### src/rtl/al422_bam_pkg.sv
// Shared definitions for the AL422 BAM row reader.
// Optional build macro: AL422_BAM_BGR_EN selects B,G,R byte order per lane
// in the FIFO; the default build expects R,G,B.
package al422_bam_pkg;

  // Bit position of each colour inside one {B,G,R} lane of rgb_out.
  localparam int RGB_R = 0;
  localparam int RGB_G = 1;
  localparam int RGB_B = 2;

  // One byte per colour per lane for every pixel.
  function automatic int slots_per_pixel(input int channels);
    return 3 * channels;
  endfunction

  // FIFO bytes consumed by one full row.
  function automatic int total_reads(input int pixels, input int channels);
    return pixels * slots_per_pixel(channels);
  endfunction

  // Map a slot (lane base + colour index within the lane) to its bit in the
  // assembled pixel word. The FIFO byte order decides which colour a slot
  // carries. The rgb_out layout itself never changes.
  function automatic int slot_bit_pos(input int lane_base, input int color_idx);
    int colour;
`ifdef AL422_BAM_BGR_EN
    colour = (color_idx == 0) ? RGB_B : ((color_idx == 1) ? RGB_G : RGB_R);
`else
    colour = (color_idx == 0) ? RGB_R : ((color_idx == 1) ? RGB_G : RGB_B);
`endif
    return lane_base + colour;
  endfunction

endpackage

### src/rtl/al422_bam_row_reader_slot_assembler.sv
// Serial-to-parallel collector for one BAM bit plane.
// One bit arrives per capture_en cycle, in FIFO slot order. After the last
// slot of a pixel, the full word is published on pixel_word, and this word
// includes the bit captured on that same edge. pixel_complete is
// combinational and marks the edge that captures the last slot.
// Byte order follows AL422_BAM_BGR_EN (see al422_bam_pkg).
module al422_bam_slot_assembler
  import al422_bam_pkg::*;
#(
  parameter int SLOTS = 6
) (
  input  logic             in_clk,
  input  logic             in_nrst,
  input  logic             clear,
  input  logic             capture_en,
  input  logic             bit_in,
  output logic [SLOTS-1:0] pixel_word,
  output logic             pixel_complete
);

  localparam int SLOT_W = (SLOTS > 1) ? $clog2(SLOTS) : 1;

  logic [SLOT_W-1:0] slot_cnt;
  logic [SLOT_W-1:0] lane_base;
  logic [1:0]        color_idx;
  logic [SLOTS-1:0]  bits_q;
  logic [SLOTS-1:0]  bits_next;
  logic [SLOT_W-1:0] bit_pos;
  logic              last_slot;

  // Place the incoming bit at its colour position within the partial word.
  always_comb begin
    bit_pos            = SLOT_W'(slot_bit_pos(int'(lane_base), int'(color_idx)));
    bits_next          = bits_q;
    bits_next[bit_pos] = bit_in;
    last_slot          = (slot_cnt == SLOT_W'(SLOTS - 1));
    pixel_complete     = capture_en & last_slot;
  end

  // Slot counter walks lanes and colours, and wraps after the last slot.
  // Clearing does not touch pixel_word, so the output holds between rows.
  always_ff @(posedge in_clk or negedge in_nrst) begin
    if (!in_nrst) begin
      slot_cnt   <= '0;
      lane_base  <= '0;
      color_idx  <= '0;
      bits_q     <= '0;
      pixel_word <= '0;
    end else if (clear) begin
      slot_cnt  <= '0;
      lane_base <= '0;
      color_idx <= '0;
      bits_q    <= '0;
    end else if (capture_en) begin
      bits_q <= bits_next;
      if (last_slot) begin
        slot_cnt   <= '0;
        lane_base  <= '0;
        color_idx  <= '0;
        pixel_word <= bits_next;
      end else begin
        slot_cnt <= slot_cnt + SLOT_W'(1);
        if (color_idx == 2'd2) begin
          color_idx <= 2'd0;
          lane_base <= lane_base + SLOT_W'(3);
        end else begin
          color_idx <= color_idx + 2'd1;
        end
      end
    end
  end

endmodule

### src/rtl/al422_bam_row_reader.sv
// AL422 BAM row reader: reads one row of pixel bytes from the AL422 FIFO and
// slices out one BAM bit plane. It drives CHANNELS parallel RGB lanes, with
// one led_clk strobe per pixel.
// Optional build macro: AL422_BAM_BGR_EN (B,G,R byte order per lane).
//
// Handshake: the sequencer raises start. The request is accepted on an edge
// where busy=0, and start is ignored while busy=1. busy stays high until the
// edge that captures the last slot of the last pixel. row_done then rises
// and stays high until the next accept. The final led_clk pulse follows one
// edge after busy falls.
//
// Timeline for accept edge E0: al422_re is low for TOTAL cycles, E0..E0+TOTAL.
// The FIFO drives byte i during the cycle after E(i+1). data_buf registers it
// at E(i+2), and the slot is captured at E(i+3).
module al422_bam_row_reader
  import al422_bam_pkg::*;
#(
  parameter int PIXEL_COUNT = 64,
  parameter int CHANNELS    = 2,
  parameter int COLOR_BITS  = 8,
  parameter int BITIDX_W    = $clog2(COLOR_BITS)
) (
  input  logic                  in_clk,
  input  logic                  in_nrst,
  input  logic [COLOR_BITS-1:0] in_data,
  input  logic [BITIDX_W-1:0]   bit_index,
  input  logic                  start,
  input  logic                  from_zero_address,
  output logic [3*CHANNELS-1:0] rgb_out,
  output logic                  led_clk,
  output logic                  al422_re,
  output logic                  al422_nrst,
  output logic                  busy,
  output logic                  row_done
);

  localparam int SLOTS = slots_per_pixel(CHANNELS);
  localparam int TOTAL = total_reads(PIXEL_COUNT, CHANNELS);
  localparam int REQ_W = $clog2(TOTAL + 1);
  localparam int PIX_W = $clog2(PIXEL_COUNT);

  logic [COLOR_BITS-1:0] data_buf;
  logic [COLOR_BITS-1:0] data_shifted;
  logic [BITIDX_W-1:0]   bit_index_l;
  logic [REQ_W-1:0]      req_cnt;
  logic [PIX_W-1:0]      pix_cnt;
  logic                  rd_d1;
  logic                  rd_d2;
  logic                  led_pend;
  logic                  accept;
  logic                  capture_en;
  logic                  capture_bit;
  logic                  last_pixel;
  logic [SLOTS-1:0]      pixel_word;
  logic                  pixel_complete;

  // Accept decode and bit-plane select. An index past the byte shifts the
  // byte out completely, so the extracted bit is 0.
  always_comb begin
    accept       = start & ~busy;
    capture_en   = rd_d2 & busy;
    data_shifted = data_buf >> bit_index_l;
    capture_bit  = data_shifted[0];
    last_pixel   = (pix_cnt == PIX_W'(PIXEL_COUNT - 1));
  end

  // Register the FIFO data bus every cycle.
  always_ff @(posedge in_clk or negedge in_nrst) begin
    if (!in_nrst) data_buf <= '0;
    else          data_buf <= in_data;
  end

  // Row control: accept, AL422 read enable and rewind, request counting,
  // and end of row.
  always_ff @(posedge in_clk or negedge in_nrst) begin
    if (!in_nrst) begin
      busy        <= 1'b0;
      row_done    <= 1'b0;
      al422_re    <= 1'b1;
      al422_nrst  <= 1'b1;
      bit_index_l <= '0;
      req_cnt     <= '0;
    end else if (accept) begin
      busy        <= 1'b1;
      row_done    <= 1'b0;
      al422_re    <= 1'b0;
      al422_nrst  <= ~from_zero_address;
      bit_index_l <= bit_index;
      req_cnt     <= '0;
    end else begin
      al422_nrst <= 1'b1;
      if (!al422_re) begin
        req_cnt <= req_cnt + REQ_W'(1);
        if (req_cnt == REQ_W'(TOTAL - 1)) al422_re <= 1'b1;
      end
      if (pixel_complete && last_pixel) begin
        busy     <= 1'b0;
        row_done <= 1'b1;
      end
    end
  end

  // Delay the read window by two cycles (FIFO latency + data_buf) to form the capture window.
  always_ff @(posedge in_clk or negedge in_nrst) begin
    if (!in_nrst) begin
      rd_d1 <= 1'b0;
      rd_d2 <= 1'b0;
    end else begin
      rd_d1 <= ~al422_re;
      rd_d2 <= rd_d1;
    end
  end

  // Pixel counter: advances on each completed pixel and wraps after the last.
  always_ff @(posedge in_clk or negedge in_nrst) begin
    if (!in_nrst) begin
      pix_cnt <= '0;
    end else if (accept) begin
      pix_cnt <= '0;
    end else if (pixel_complete) begin
      pix_cnt <= last_pixel ? '0 : pix_cnt + PIX_W'(1);
    end
  end

  // led_clk rises one edge after the pixel word updates and lasts one cycle.
  always_ff @(posedge in_clk or negedge in_nrst) begin
    if (!in_nrst) begin
      led_pend <= 1'b0;
      led_clk  <= 1'b0;
    end else begin
      led_pend <= pixel_complete;
      led_clk  <= led_pend;
    end
  end

  al422_bam_slot_assembler #(
    .SLOTS(SLOTS)
  ) u_slot_assembler (
    .in_clk        (in_clk),
    .in_nrst       (in_nrst),
    .clear         (accept),
    .capture_en    (capture_en),
    .bit_in        (capture_bit),
    .pixel_word    (pixel_word),
    .pixel_complete(pixel_complete)
  );

  assign rgb_out = pixel_word;

endmodule

### config.mk
export PLATFORM = sky130hd
export DESIGN_NAME = al422_bam_row_reader
export DESIGN_NICKNAME = d
export VERILOG_FILES = /design/src/rtl/al422_bam_pkg.sv /design/src/rtl/al422_bam_row_reader_slot_assembler.sv /design/src/rtl/al422_bam_row_reader.sv
export SDC_FILE = /design/constraint.sdc
export NUM_CORES = 1
export LEC_CHECK = 0
export BUFFER_PORTS_ARGS = -buffer_cell sky130_fd_sc_hd__buf_2
export CAP_MARGIN = 20
export CORE_MARGIN = 2
export CORE_UTILIZATION = 45
export CTS_CLUSTER_SIZE = 30
export DETAILED_ROUTE_END_ITERATION = 8
export GPL_ROUTABILITY_DRIVEN = 0
export HOLD_SLACK_MARGIN = 0.05
export SLEW_MARGIN = 20
export SYNTH_ARGS = -nofsm -noshare
export SYNTH_HDL_FRONTEND = slang
export SYNTH_SLANG_ARGS = --single-unit
export TNS_END_PERCENT = 5
### constraint.sdc
create_clock -name in_clk -period 2.6 [get_ports in_clk]
set_input_delay 0.26 -clock in_clk [delete_from_list [all_inputs] [get_ports in_clk]]
set_output_delay 0.26 -clock in_clk [all_outputs]
set_load 0.05 [all_outputs]
# --- Word level (Yosys, flattened, before mapping) ---
# Index checks and enable logic that the tools add are counted.
totals:
  out_inout_bits: 11
  ramBits: 0
  word_cells: 79
  regBits: 54
  romBits: 0
  memories: 0
  latch_bits: 0
op_classes:
  n_div: 0
  n_mux: 31
  add_sub_neg: 6
  n_eq_ne: 6
  mul: 0
  bitwise_logic: 7
  reduce_logical: 9
  n_shift: 1
  magnitude_cmp: 2
op_table:
  columns: ["op", "n"]
  rows:
  - ["$mux W6", 5]
  - ["$mux W3", 8]
  - ["$mux W9", 2]
  - ["$mux W2", 5]
  - ["$add A9 B1 Y9 const B", 1]
  - ["$eq A9 B9 Y1 const B", 1]
  - ["$mux W1", 9]
  - ["$shr A8 B3 Y1", 1]
  - ["$add A6 B1 Y6 const B", 1]
  - ["$bwmux W6", 1]
  - ["$eq A6 B6 Y1 const B", 1]
  - ["$reduce_bool A2 Y1", 3]
  - ["$eq A2 B2 Y1 const B", 2]
  - ["$lt A3 B4 Y1 const B", 1]
  - ["$not A1 Y1", 4]
  - ["$add A3 B1 Y3 const B", 1]
  - ["$add A3 B2 Y3 const B", 1]
  - ["$add A3 B3 Y3", 1]
  - ["$and A1 B1 Y1", 3]
  - ["$demux W1 S3", 1]
  - ["$eq A3 B3 Y1 const B", 1]
  - ["$ge A3 B1 Y1 const B", 1]
  - ["$reduce_and A3 Y1", 1]
  - ["$reduce_bool A3 Y1", 1]
  - ["5 further kinds", 6]

# --- Logic depth before layout (Yosys ltp) ---
depth:
  ltp_word: 11
  depth_mapped: 8
  mapped_depth_nobuf: 8

# --- Modules after synthesis ---
# A second synthesis with hierarchy kept.
unflattened:
  hier_cells: 218
  hier_area_um2: 2509.9
modules_own_cells:
  columns: ["mod", "seq_area_each_um2", "area_each_um2", "instances", "cells_each"]
  rows:
  - ["al422_bam_row_reader", 853.3, 1361.3, 1, 107]
  - ["al422_bam_slot_assembler", 500.5, 1148.6, 1, 111]

# --- Least setup slack after synthesis ---
# OpenSTA, ideal clock, no wires.
synth_timing:
  path_kind: "reg-to-reg"
  from: "reg u_slot_assembler.color_idx[1]"
  to: "reg u_slot_assembler.pixel_word[0]"
  path_stages_with_launch: 9
  arrival_ns: 1.894
  setup_slack_ns: 0.611
  t_required_ns: 2.505
  path_cell_list: "dfrtp_1 nor2b_1 ha_1 inv_1 fa_1 nor2b_1 a2111oi_0 a21oi_1 o31ai_1"
synth_via:
  elab_chain_cells: 9
  word_cells_on_any_way: 11
  cone_classes: "add/sub: 1; order compare: 2; eq/ne: 1; mux: 5; reduce/logical: 2"
synth_lines:
  columns: ["item", "line", "text"]
  rows:
  - ["start: declaration", "al422_bam_row_reader_slot_assembler.sv:25", "logic [1:0] color_idx;"]
  - ["start signal: assignment", "al422_bam_row_reader_slot_assembler.sv:67", "color_idx <= color_idx + 2'd1;"]
  - ["$eq A2 B2 Y1", "al422_bam_pkg.sv:29", "colour = (color_idx == 0) ? RGB_R : ((color_idx == 1) ? RGB_G : RGB_B);"]
  - ["$mux W2", "al422_bam_pkg.sv:29", null]
  - ["$mux W3 (*)", "al422_bam_pkg.sv:29", null]
  - ["$add A3 B3 Y3 (*)", "al422_bam_pkg.sv:31", "return lane_base + colour;"]
  - ["$lt A3 B4 Y1 (not written as such) / $ge A3 B1 Y1 (equally long branches)", "al422_bam_row_reader_slot_assembler.sv:35", "bits_next[bit_pos] = bit_in;"]
  - ["$logic_and A1 B1 Y1 (not written as such)", "al422_bam_row_reader_slot_assembler.sv:35", null]
  - ["$mux W1 (not written as such)", "al422_bam_row_reader_slot_assembler.sv:35", null]
  - ["$demux W1 S3 (*)", null, null]
  - ["$bwmux W6 (*)", "al422_bam_row_reader_slot_assembler.sv:35", null]
  - ["end signal: assignment", "al422_bam_row_reader_slot_assembler.sv:60", "pixel_word <= bits_next;"]
  - ["end: declaration", "al422_bam_row_reader_slot_assembler.sv:17", "output logic [SLOTS-1:0] pixel_word,"]
# Mark *: on every way between the ends. The rest lies on a longest branch, timed or not.
# A chain may end at the register's enable or synchronous reset.

# --- Worst setup path after layout ---
# Ends and elaborated chain as after synthesis.

==> results.yml <==
run_status:
  status: "complete, no violations"
route:
  drc: 0
  via_count: 1794
  drt-total-wl_um: 4750
  first_pass_iters: 4
  drt-vias-per-instance: 5.22
  routedWlPerCell_um: 13.8
  ant_nets: 0
  drt_first_iter_violations: 77
grt:
  grt_max_degree: 25
  antenna_found_initial: 0
  grt_use_total: 0.163
  overflow: 0
  grt_pass1_wl_um: 7930
  first_global_vias: 1660
floorplanning:
  die_y_um: 78.8
  start_util: 0.463
  core.rowCount: 27
  core_mm2: 0.00544
  die_w_um: 78.8
  boundaryPins: 26
  dieArea_mm2: 0.00621
logic_synthesis:
  yosysTopAreaCellShare: 0.517
  synthTopCellsByArea: "dfrtp_1 (52%), nand2_1 (4.5%), a21oi_1 (3.4%)"
  yosys_warnings: 0
  synth_edf_count: 0
  synth_commonest_cells: "dfrtp_1 (52), nand2_1 (30), a21oi_1 (17)"
  yosysMostFrequentCell: "dfrtp_1"
  ys_seq_area_frac: 0.538
  synth_top_area_cell: "dfrtp_1"
  yosysUniqueCellTypes: 50
  synth-seq-cells: 54
  syn_inst: 236
  syn_nets: 256
  avgSynthCellArea_um2: 10.7
  postSynth.asyncResetShare: 1.00
  syn_area_mm2: 0.00252
  synthFlopType: "dfrtp_1"
power:
  power.density_mw_per_mm2: 1070
  ir_drop_mv: 0.522
  p_clk_frac: 0.181
  seqPwrFrac: 0.434
  p_int_mw: 1.84
  switching_share: 0.404
  pwr-share-comb: 0.385
  p_leak_nw: 1.26
  switchingPower_mw: 1.25
clock_network:
  clock_latency_ns: 0.31
  ctsHtreeMaxLevel: 2
  clock-sinks: 54
  cts_max_path_buffers: 2
  postCtsSetupRepairBufs: 0
  cts-hold-fix-buffers: 2
  clkTransAtPathRegs_ns: 0.10
  cts_tree: "built"
  cts_root_buffer: "clkbuf_8"
  numCtsBuffers: 5
  cts_resized: 0
sta:
  hold_viol_final: 0
  period_share: 0.855
  setup_slack_ns: 0.378
  tightest_slew_ns: 0.552
  period_minus_slack_ns: 2.22
  finalSetupViolations: 0
  max-slew-margin-rel: 0.632
  skew_ns: 0.0135
  fmax_mhz: 450
  rsz0062_at_grt: "false"
  tns_ns: 0
  slew_violations: 0
finish:
  post-route-cell-area_mm2: 0.00290
  area_growth_pct: 15.0
  fillers: 497
  multi_input_area_mm2: 0.00105
  antenna_cells: 0
  nNetsFinal: 291
  seqCellArea_mm2: 0.00135
  post_route_cells_drive_above_1_share: 0.184
flow_run:
  drv_cap: 0
critical_path:
  critical_path.cell_chain: "nor2b_1 > ha_1 > inv_1 > fa_1 > nor2b_1 > a2111oi_0 > a21oi_1 > o31ai_1"
  cp_common_cell: "nor2b_1"
  cpMaxStageDelayCell: "fa_1"
  path_max_fanout: 5
  critPathKind: "register to register"
  cp.required_ns: 2.81
  cp_data_arrival_time_ns: 2.44
  endpoint_kind: "register"
  critPathLaunchType: "register"
  crit_path_max_incr_delay_ns: 0.50
placed_design:
  port-buffer-count: 25
  dp_slack_ns: 0.413
  hpwl_um: 3220
  dpl-instance-area_mm2: 0.00269
hold_path:
  min_path_type: "primary input to register"
==> critical path, delay by kind of cell, from the launching register on <==
kind / cells / cell delay [ns]
buf+inv: 1 / 0.05
compound gates: 3 / 0.63
simple gates: 2 / 0.37
fa+ha+maj: 2 / 0.67
flops: 1 / 0.43
==> sequential cells by signal (all words and copies together), names as in the netlist, 2 cells and up <==
signal	flops
u_slot_assembler.color_idx	2
req_cnt	9
data_buf	8
u_slot_assembler.slot_cnt	3
u_slot_assembler.lane_base	3
u_slot_assembler.pixel_word	6
pix_cnt	6
u_slot_assembler.bits_q	6
bit_index_l	3
==> final timing paths <==
check | depth (start not counted) | startpoint | slack, ns | to
min | 1 | in_data[1] | 0.07 | data_buf[1]$_DFF_PN0_
max in group asynchronous | 3 | in_nrst | 1.44 | al422_re$_DFF_PN1_
min in group asynchronous | 2 | in_nrst | 0.46 | led_pend$_DFF_PN0_
max reg2reg | 8 | u_slot_assembler.color_idx[1]$_DFFE_PN0P_ | 0.38 | u_slot_assembler.pixel_word[0]$_DFFE_PN0P_
min reg2reg | 0 | rd_d1$_DFF_PN0_ | 0.36 | rd_d2$_DFF_PN0_
max | 8 | u_slot_assembler.color_idx[1]$_DFFE_PN0P_ | 0.38 | u_slot_assembler.pixel_word[0]$_DFFE_PN0P_
==> layer usage <==
| layer | vias up | routed length (um) | track usage |
|---|---|---|---|
| met3 | 4 | 118 | 0.0375 |
| met5 | - | 0 | 0 |
| met4 | 0 | 33 | 0.0414 |
| met2 | 29 | 2230 | 0.261 |
| met1 | 859 | 2370 | 0.227 |
| li1 | 902 | - | - |
==> cell families (layout without fill, tap and decap cells) <==
family / Yosys count / after routing / share of synthesized area
AO/OA/AOI/OAI: 51 / 51 / 0.144
flip-flops: 54 / 54 / 0.538
XOR/XNOR: 10 / 10 / 0.0348
buffers and inverters: 21 / 57 / 0.0472
multiplexers: 5 / 5 / 0.0199
adder cells (fa/ha/maj): 5 / 5 / 0.0278
AND/OR/NAND/NOR: 90 / 90 / 0.189
==> per-stage QoR <==
| step | std cells | hold slack (ns) | util | total power [mW] |
|---|---|---|---|---|
| 2_1_floorplan | 236 | -0.0356 | - | 2.28 |
| 3_3_place_gp | 327 | 0.281 | 0.495 | 2.51 |
| 3_5_place_dp | 327 | 0.281 | 0.495 | 2.54 |
| 4_1_cts | 337 | 0.0514 | 0.519 | 3.12 |
| 5_1_grt | 344 | 0.0512 | 0.532 | 3.34 |
| 6_report | 344 | 0.0673 | 0.532 | 3.09 |
==> cell type report <==
class	instances	area share
inverters	11	0.0160
clock inverters	3	0.0156
repair buffers	38	0.0847
clock buffers	5	0.0238
well taps	72	0.0311
multi-input cells	161	0.361
flip-flops and latches	54	0.468
==> cell usage in the layout (no fill, tap or decap), types with 4 or more instances in the layout <==
cell type,instances
dfrtp_1,52
xnor2_1,4
buf_2,25
xor2_1,6
inv_1,9
ha_1,4
o32ai_1,5
buf_4,4
mux2i_1,5
nand4_1,4
dlygate4sd3_1,9
clkbuf_8,5
a21oi_1,17
nor2b_1,6
o21ai_0,7
o31ai_1,6
nand3b_1,5
nand3_1,12
nor2_1,13
nand2_1,30
==> power groups by stage <==
stage / Combinational (mW) / Clock, mW / Sequential [mW]
3_5_place_dp: 1.19 / 0 / 1.35
2_1_floorplan: 0.810 / 0 / 1.47
5_1_grt: 1.34 / 0.614 / 1.38
6_report: 1.19 / 0.560 / 1.34
3_3_place_gp: 1.16 / 0 / 1.35
4_1_cts: 1.20 / 0.581 / 1.34
Power figures use the tool's default switching activity.
